<file path="src/rtl/dc_wr_fifo_pkg.sv">
// dc_wr_fifo_pkg: shared size encodings, store entry type and cache-line helpers for the store write buffer.
package dc_wr_fifo_pkg;
  localparam int DEF_DEPTH = 8;
  localparam int LINE_OFS_W = 4;
  localparam int LINE_W = 32 - LINE_OFS_W;
  localparam logic [1:0] SZ_1B = 2'd0;
  localparam logic [1:0] SZ_2B = 2'd1;
  localparam logic [1:0] SZ_4B = 2'd2;
  localparam logic [1:0] SZ_8B = 2'd3;
  typedef struct packed {
    logic [31:0] addr;
    logic [1:0]  size;
    logic [63:0] data;
  } entry_t;
  function automatic logic [LINE_W-1:0] start_line(input logic [31:0] a);
    return LINE_W'(a >> LINE_OFS_W);
  endfunction
  // End address wraps at 32 bits; the carry is intentionally dropped.
  function automatic logic [LINE_W-1:0] end_line(input logic [31:0] a, input logic [1:0] s);
    return LINE_W'((a + ((32'd1 << s) - 32'd1)) >> LINE_OFS_W);
  endfunction
endpackage

</file>
<file path="src/rtl/dc_wr_fifo_if.sv">
// dc_wr_fifo_if: writeback push, cache write port, load probe and status flags of the store write buffer.
interface dc_wr_fifo_if;
  logic        wb_push;
  logic [31:0] wb_addr;
  logic [1:0]  wb_size;
  logic [63:0] wb_data;
  logic        mem_wr_done;
  logic        v_mem_read;
  logic [31:0] mem_rd_addr;
  logic [1:0]  mem_rd_size;
  logic [31:0] mem_wr_addr;
  logic [1:0]  mem_wr_size;
  logic [63:0] mem_wr_data;
  logic        wr_fifo_empty;
  logic        wr_fifo_to_be_full;
  logic        wr_fifo_full;
  logic        mem_conflict;
  logic        wr_fifo_ovf;
  modport master (
    output wb_push, wb_addr, wb_size, wb_data, mem_wr_done, v_mem_read, mem_rd_addr, mem_rd_size,
    input  mem_wr_addr, mem_wr_size, mem_wr_data, wr_fifo_empty, wr_fifo_to_be_full, wr_fifo_full,
           mem_conflict, wr_fifo_ovf
  );
  modport slave (
    input  wb_push, wb_addr, wb_size, wb_data, mem_wr_done, v_mem_read, mem_rd_addr, mem_rd_size,
    output mem_wr_addr, mem_wr_size, mem_wr_data, wr_fifo_empty, wr_fifo_to_be_full, wr_fifo_full,
           mem_conflict, wr_fifo_ovf
  );
endinterface

</file>
<file path="src/rtl/dc_wr_fifo_line_cmp.sv">
// wr_fifo_line_cmp: flags a store whose start or end cache line matches the load's start or end line.
module wr_fifo_line_cmp
  import dc_wr_fifo_pkg::*;
(
  input  logic        vld,
  input  logic [31:0] st_addr,
  input  logic [1:0]  st_size,
  input  logic [31:0] ld_addr,
  input  logic [1:0]  ld_size,
  output logic        hit
);
  logic [LINE_W-1:0] ss, se, ls, le;
  assign ss = start_line(st_addr);
  assign se = end_line(st_addr, st_size);
  assign ls = start_line(ld_addr);
  assign le = end_line(ld_addr, ld_size);
  assign hit = vld & (ss == ls | ss == le | se == ls | se == le);
endmodule

</file>
<file path="src/rtl/dc_wr_fifo.sv">
// dc_wr_fifo: in-order store write buffer feeding the data cache, with a line-granular load hazard check.
module dc_wr_fifo
  import dc_wr_fifo_pkg::*;
#(
  parameter int DEPTH = DEF_DEPTH,
  parameter int PTR_W = $clog2(DEPTH)
) (
  input logic         clk,
  input logic         rst_n,
  dc_wr_fifo_if.slave bus
);
  localparam logic [PTR_W:0] FULL_CNT = (PTR_W+1)'(DEPTH);
  entry_t            ram [DEPTH];
  logic [PTR_W-1:0]  rptr, wptr;
  logic [PTR_W:0]    cnt;
  logic              empty, full, push, pop, ovf;
  logic [DEPTH:0]    hit;
  assign empty = cnt == '0;
  assign full  = cnt == FULL_CNT;
  assign pop   = bus.mem_wr_done & ~empty;
  // A pop in the same cycle frees the slot, so a push to a full buffer still lands.
  assign push  = bus.wb_push & (~full | pop);
  always_ff @(posedge clk or negedge rst_n)
    if (!rst_n) begin
      rptr <= '0;
      wptr <= '0;
      cnt  <= '0;
      ovf  <= 1'b0;
    end else begin
      rptr <= pop ? rptr + 1'b1 : rptr;
      wptr <= push ? wptr + 1'b1 : wptr;
      cnt  <= (push & ~pop) ? cnt + 1'b1 : (pop & ~push) ? cnt - 1'b1 : cnt;
      ovf  <= ovf | (bus.wb_push & ~push);
    end
  always_ff @(posedge clk)
    if (push) ram[wptr] <= '{addr: bus.wb_addr, size: bus.wb_size, data: bus.wb_data};
  assign bus.mem_wr_addr        = ram[rptr].addr;
  assign bus.mem_wr_size        = ram[rptr].size;
  assign bus.mem_wr_data        = ram[rptr].data;
  assign bus.wr_fifo_empty      = empty;
  assign bus.wr_fifo_full       = full;
  assign bus.wr_fifo_to_be_full = cnt >= FULL_CNT - 1'b1;
  assign bus.wr_fifo_ovf        = ovf;
  for (genvar g = 0; g < DEPTH; g++) begin : g_ent
    logic [PTR_W-1:0] off;
    assign off = PTR_W'(g) - rptr;
    wr_fifo_line_cmp u_cmp (
      .vld     ({1'b0, off} < cnt),
      .st_addr (ram[g].addr),
      .st_size (ram[g].size),
      .ld_addr (bus.mem_rd_addr),
      .ld_size (bus.mem_rd_size),
      .hit     (hit[g])
    );
  end
  wr_fifo_line_cmp u_cmp_in (
    .vld     (bus.wb_push),
    .st_addr (bus.wb_addr),
    .st_size (bus.wb_size),
    .ld_addr (bus.mem_rd_addr),
    .ld_size (bus.mem_rd_size),
    .hit     (hit[DEPTH])
  );
  assign bus.mem_conflict = bus.v_mem_read & |hit;
endmodule

</file>
<file path="src/flat_wrapper.sv">
// flat-port wrapper written by rule: the top's interface ports become plain ports
module dc_wr_fifo_flat import dc_wr_fifo_pkg::*;
#(
  parameter int DEPTH = DEF_DEPTH,
  parameter int PTR_W = $clog2(DEPTH)
)
  (clk, rst_n, bus_wb_push, bus_wb_addr, bus_wb_size, bus_wb_data, bus_mem_wr_done, bus_v_mem_read, bus_mem_rd_addr, bus_mem_rd_size, bus_mem_wr_addr, bus_mem_wr_size, bus_mem_wr_data, bus_wr_fifo_empty, bus_wr_fifo_to_be_full, bus_wr_fifo_full, bus_mem_conflict, bus_wr_fifo_ovf);
  dc_wr_fifo_if bus_i ();
  input logic clk;
  input logic rst_n;
  input wire logic [$bits(bus_i.wb_push)-1:0] bus_wb_push;
  input wire logic [$bits(bus_i.wb_addr)-1:0] bus_wb_addr;
  input wire logic [$bits(bus_i.wb_size)-1:0] bus_wb_size;
  input wire logic [$bits(bus_i.wb_data)-1:0] bus_wb_data;
  input wire logic [$bits(bus_i.mem_wr_done)-1:0] bus_mem_wr_done;
  input wire logic [$bits(bus_i.v_mem_read)-1:0] bus_v_mem_read;
  input wire logic [$bits(bus_i.mem_rd_addr)-1:0] bus_mem_rd_addr;
  input wire logic [$bits(bus_i.mem_rd_size)-1:0] bus_mem_rd_size;
  output wire logic [$bits(bus_i.mem_wr_addr)-1:0] bus_mem_wr_addr;
  output wire logic [$bits(bus_i.mem_wr_size)-1:0] bus_mem_wr_size;
  output wire logic [$bits(bus_i.mem_wr_data)-1:0] bus_mem_wr_data;
  output wire logic [$bits(bus_i.wr_fifo_empty)-1:0] bus_wr_fifo_empty;
  output wire logic [$bits(bus_i.wr_fifo_to_be_full)-1:0] bus_wr_fifo_to_be_full;
  output wire logic [$bits(bus_i.wr_fifo_full)-1:0] bus_wr_fifo_full;
  output wire logic [$bits(bus_i.mem_conflict)-1:0] bus_mem_conflict;
  output wire logic [$bits(bus_i.wr_fifo_ovf)-1:0] bus_wr_fifo_ovf;
  assign bus_i.wb_push = bus_wb_push;
  assign bus_i.wb_addr = bus_wb_addr;
  assign bus_i.wb_size = bus_wb_size;
  assign bus_i.wb_data = bus_wb_data;
  assign bus_i.mem_wr_done = bus_mem_wr_done;
  assign bus_i.v_mem_read = bus_v_mem_read;
  assign bus_i.mem_rd_addr = bus_mem_rd_addr;
  assign bus_i.mem_rd_size = bus_mem_rd_size;
  assign bus_mem_wr_addr = bus_i.mem_wr_addr;
  assign bus_mem_wr_size = bus_i.mem_wr_size;
  assign bus_mem_wr_data = bus_i.mem_wr_data;
  assign bus_wr_fifo_empty = bus_i.wr_fifo_empty;
  assign bus_wr_fifo_to_be_full = bus_i.wr_fifo_to_be_full;
  assign bus_wr_fifo_full = bus_i.wr_fifo_full;
  assign bus_mem_conflict = bus_i.mem_conflict;
  assign bus_wr_fifo_ovf = bus_i.wr_fifo_ovf;
  dc_wr_fifo #(.DEPTH(DEPTH), .PTR_W(PTR_W)) u_core (.clk(clk), .rst_n(rst_n), .bus(bus_i));
endmodule
</file>
<file path="config.mk">
export PLATFORM = sky130hd
export DESIGN_NAME = dc_wr_fifo_flat
export DESIGN_NICKNAME = d
export VERILOG_FILES = /design/src/rtl/dc_wr_fifo_pkg.sv /design/src/rtl/dc_wr_fifo_if.sv /design/src/rtl/dc_wr_fifo_line_cmp.sv /design/src/rtl/dc_wr_fifo.sv /design/src/flat_wrapper.sv
export SDC_FILE = /design/constraint.sdc
export NUM_CORES = 2
export LEC_CHECK = 0
export CAP_MARGIN = 15
export CELL_PAD_IN_SITES_DETAIL_PLACEMENT = 0
export CELL_PAD_IN_SITES_GLOBAL_PLACEMENT = 2
export CORE_MARGIN = 2
export CORE_UTILIZATION = 38
export CTS_BUF_LIST = sky130_fd_sc_hd__clkbuf_16
export DETAILED_ROUTE_END_ITERATION = 6
export HOLD_SLACK_MARGIN = 0.08
export PLACE_DENSITY = 0.91
export SYNTH_ARGS = -nofsm -noshare
export SYNTH_HDL_FRONTEND = slang
export SYNTH_SLANG_ARGS = --single-unit
</file>
<file path="constraint.sdc">
create_clock -name clk -period 9.4 [get_ports clk]
set_clock_uncertainty 0.2 [all_clocks]
set_input_delay 1.41 -clock clk [delete_from_list [all_inputs] [get_ports clk]]
set_output_delay 1.41 -clock clk [all_outputs]
set_load 0.05 [all_outputs]
</file>
==> run summary <==
Hold slack -> 0.300 ns
Final-report max-slew violation count -> 0
Critical path type -> in2out
Gr usage total -> 38.0%
Crit end category -> primary output
Synth Net Count -> 6846
Die W -> 416 um
Crit-path max FO -> 12
Top post-synthesis cells by count -> 861 x xnor2_1, 784 x edfxtp_1, 585 x nand2_1
Sw Ratio -> 48.2%
Critical path required time -> 7.79 ns
Placer Congestion -> 1.15
Number of enable flip-flop cells after synthesis -> 784
Post-route DRC -> 0
Clock sinks -> 795
Share of cells above drive strength 1 -> 10.5%
Post-Synthesis Cells -> 6370
Most frequent cell after synthesis -> xnor2_1
First-pass GRT wire length -> 456 mm
Final nets -> 7112
Pleak -> 27.1 nW
Synth area leader -> edfxtp_1
Crit start category -> input pin
Number of synthesized register bits -> 795
Post-Route WL -> 338 mm
Mean number of vias per cell -> 6.50
Remaining Overflow, GRT -> 0
Vias -> 58100
R2R depth -> 7
Vias in the first global route -> 55400
Worst setup margin -> -0.159 ns
Die Height -> 416 um
IO Pins -> 240
Violated checks -> setup timing
Area share of the largest cell type after synthesis -> 36.5%
Skew-Pair Late Insertion Delay -> 0.72 ns
RSZ-0062 raised after global routing -> false
Status -> finished, violations left
Final hold violations -> 0
Post-Place Cell Area -> 70500 sq um
Cell Int Power -> 0.0104 W
Post-route cell area -> 73600 sq um
Max Cap Viol -> 0
Slew margin rel. -> 12.3%
Clock edge transition at the registers on the reported setup and hold paths -> 0.06 ns
Fin crit share -> 102%
DP Wirelength -> 259 mm
Yosys warns -> 0
CTS Buffer Depth -> 3
Core Box Area -> 169000 sq um
CTS tree -> done
Synth unique cells -> 110
Die area -> 173000 sq um
P_sw -> 0.00969 W
End point of the worst hold path -> u_core.bus.wr_fifo_ovf
Sequential element share of the synthesized area -> 37.0%
Worst hold stages -> 1
Avg Inst Size Synth -> 10.1 sq um
Flop pwr share -> 24.0%
Reg2Reg Setup Slack -> 5.46 ns
Routed WL per cell -> 37.8 um
Mapped cell area -> 64500 sq um
Hold_sp -> u_core.bus.wr_fifo_ovf
R2R Path End -> u_core.ram[3][15]
Area grow syn2layout -> 14.1%
Drt first pass iters -> 7
Row cnt -> 151
Gate power share -> 58.3%
CTS Root Cell -> clkbuf_16
Final ANT Viol Nets -> 0
Setup violators final -> 1
Peak supply drop -> 308 uV
Clock share of power -> 17.6%
Initial Util -> 38.2%
Placement Setup Slack -> 0.106 ns
DRT iter0 DRCs -> 7282
Ys async rst share -> 1.38%
Final min period -> 9.56 ns
Crit path DAT -> 7.95 ns
Worst slew pin tran -> 1.31 ns
Largest net degree at the start of global routing -> 124
TritonCTS buffer count -> 87
Ys flop type -> edfxtp_1
Max Clock Freq -> 0.105 GHz
Fillers -> 16200
Number of buffers added on ports -> 239
Power density over cell area -> 274 nW/um^2
Initial antenna violation count -> 42
H-tree depth -> 3
Reg-to-Reg Start -> u_core.cnt[0]
Min-Delay Path Class -> reg2reg
Synth area leaders -> edfxtp_1 37%, xnor2_1 12%, mux4_2 6.8%
-- layout make-up --
cell class,instances,area (sq um),share of cell area (%)
multi-input combinational,4822,37900,51.6
antenna,17,42.5,0.0578
timing repair buffer,498,4430,6.02
clock buffer,88,2200,2.99
inverter,432,1620,2.21
tap,2218,2780,3.77
sequential,795,23800,32.4
clock inverter,73,709,0.964
-- what timing repair did --
action	in CTS	in global routing
buffers inserted	0	1
gates cloned	0	0
pin swaps	0	1
hold buffers	0	0
resized for setup	1	3
endpoints found under the setup margin	1	1
-- kinds of logic (layout without fill, tap and decap cells) --
group,after synthesis,count (layout),share of synthesized area [%]
and+or+nand+nor,1740,1740,13.6
AOI/OAI and AO/OA,1325,1325,13.7
xor gates and xnor gates,1196,1196,17.4
DFF,795,795,37.0
buffers and inverters,753,1091,4.55
adders and majority gates,339,339,6.59
muxes,222,222,7.26
other,0,17,0
-- worst max-delay path, stage by stage --
cell,delay [ns]
clkdlybuf4s50_1,0.55
nand2_1,0.08
ha_1,0.30
inv_1,0.05
ha_1,0.31
a21o_1,0.28
a22o_4,0.34
nor3_1,0.28
buf_4,0.22
nor2_1,0.07
buf_4,0.21
xnor2_2,0.60
buf_4,0.37
xnor2_1,0.16
nand4_1,0.23
nor4_1,0.57
buf_4,0.20
nand4_1,0.09
a21oi_1,0.29
buf_4,0.16
or4_1,0.15
nor4_1,0.07
a41oi_1,0.57
buf_4,0.23
buf_12,0.13
-- worst max-delay path by stage --
stage | cells past startpoint | from | slack, ns | end
after floorplan | 3 | bus_mem_wr_done | 0.02 | u_core.ram[0][0]
after global placement | 22 | bus_mem_rd_size[0] | 0.04 | bus_mem_conflict
after detailed placement | 22 | bus_mem_rd_size[1] | 0.11 | bus_mem_conflict
after CTS | 21 | bus_mem_rd_size[1] | 0.06 | bus_mem_conflict
after global routing | 21 | bus_mem_rd_size[1] | 0.001 | bus_mem_conflict
final | 25 | bus_mem_rd_size[1] | -0.16 | bus_mem_conflict
-- flip-flops by register name, summed over array words and instances, names as in the netlist --
signal                  flops
u_core.ram                784
u_core.cnt                  4
u_core.rptr                 3
u_core.wptr                 3
u_core.bus.wr_fifo_ovf      1
-- routing by layer --
metal | wire length [um] | share of wire [%] | vias to the layer above | track usage, %
li1 | - | - | 24100 | -
met1 | 122000 | 36 | 28700 | 44.8
met2 | 144000 | 43 | 3994 | 57.4
met3 | 35800 | 11 | 1295 | 10.5
met4 | 35800 | 11 | 34 | 32.4
met5 | 234 | 0.069 | - | 0
-- power groups by stage --
| stage | Combinational, W | Sequential, W | Clock (W) |
|---|---|---|---|
| floorplan | 0.00726 | 0.00472 | 0 |
| global placement | 0.0114 | 0.00485 | 0 |
| detailed placement | 0.0113 | 0.00488 | 0 |
| CTS | 0.0114 | 0.00481 | 0.00358 |
| global route | 0.0121 | 0.00484 | 0.00371 |
| finish | 0.0117 | 0.00483 | 0.00355 |
-- cell usage in the layout (no fill, tap or decap), drive strengths merged, types with 17 or more instances in the layout --
cell type	Yosys	layout
o31ai	29	29
a21oi	367	367
mux2i	21	21
edfxtp	784	784
nor2	263	263
xnor2	866	866
and2	45	45
diode	0	17
a21o	104	104
o211ai	49	49
a2111oi	18	18
o21ai	275	275
a31oi	42	42
clkdlybuf4s50	0	229
ha	338	338
or4	22	22
inv	419	442
and3	55	55
xnor3	42	42
xor2	282	282
buf	106	269
or2	19	19
and4	35	35
o21a	41	41
a221oi	17	17
nand4	192	192
nand2	585	585
nand3	95	95
clkinv	13	50
o21bai	46	46
nor2b	25	25
nand2b	41	41
or3	36	36
mux4	196	196
nor4	122	122
nor3	142	142
clkbuf	215	88
a211o	21	21
o2111ai	30	30
a211oi	63	63
-- per-stage QoR --
| stage | setup TNS, ns | util (%) | std cells | power [W] |
|---|---|---|---|---|
| floorplan | 0 | - | 6370 | 0.0120 |
| global placement | 0 | 41.8 | 8761 | 0.0162 |
| detailed placement | 0 | 41.8 | 8761 | 0.0162 |
| CTS | 0 | 43.5 | 8922 | 0.0198 |
| global route | 0 | 43.5 | 8928 | 0.0207 |
| finish | -0.159 | 43.6 | 8943 | 0.0201 |
Power figures use the tool's default switching activity.
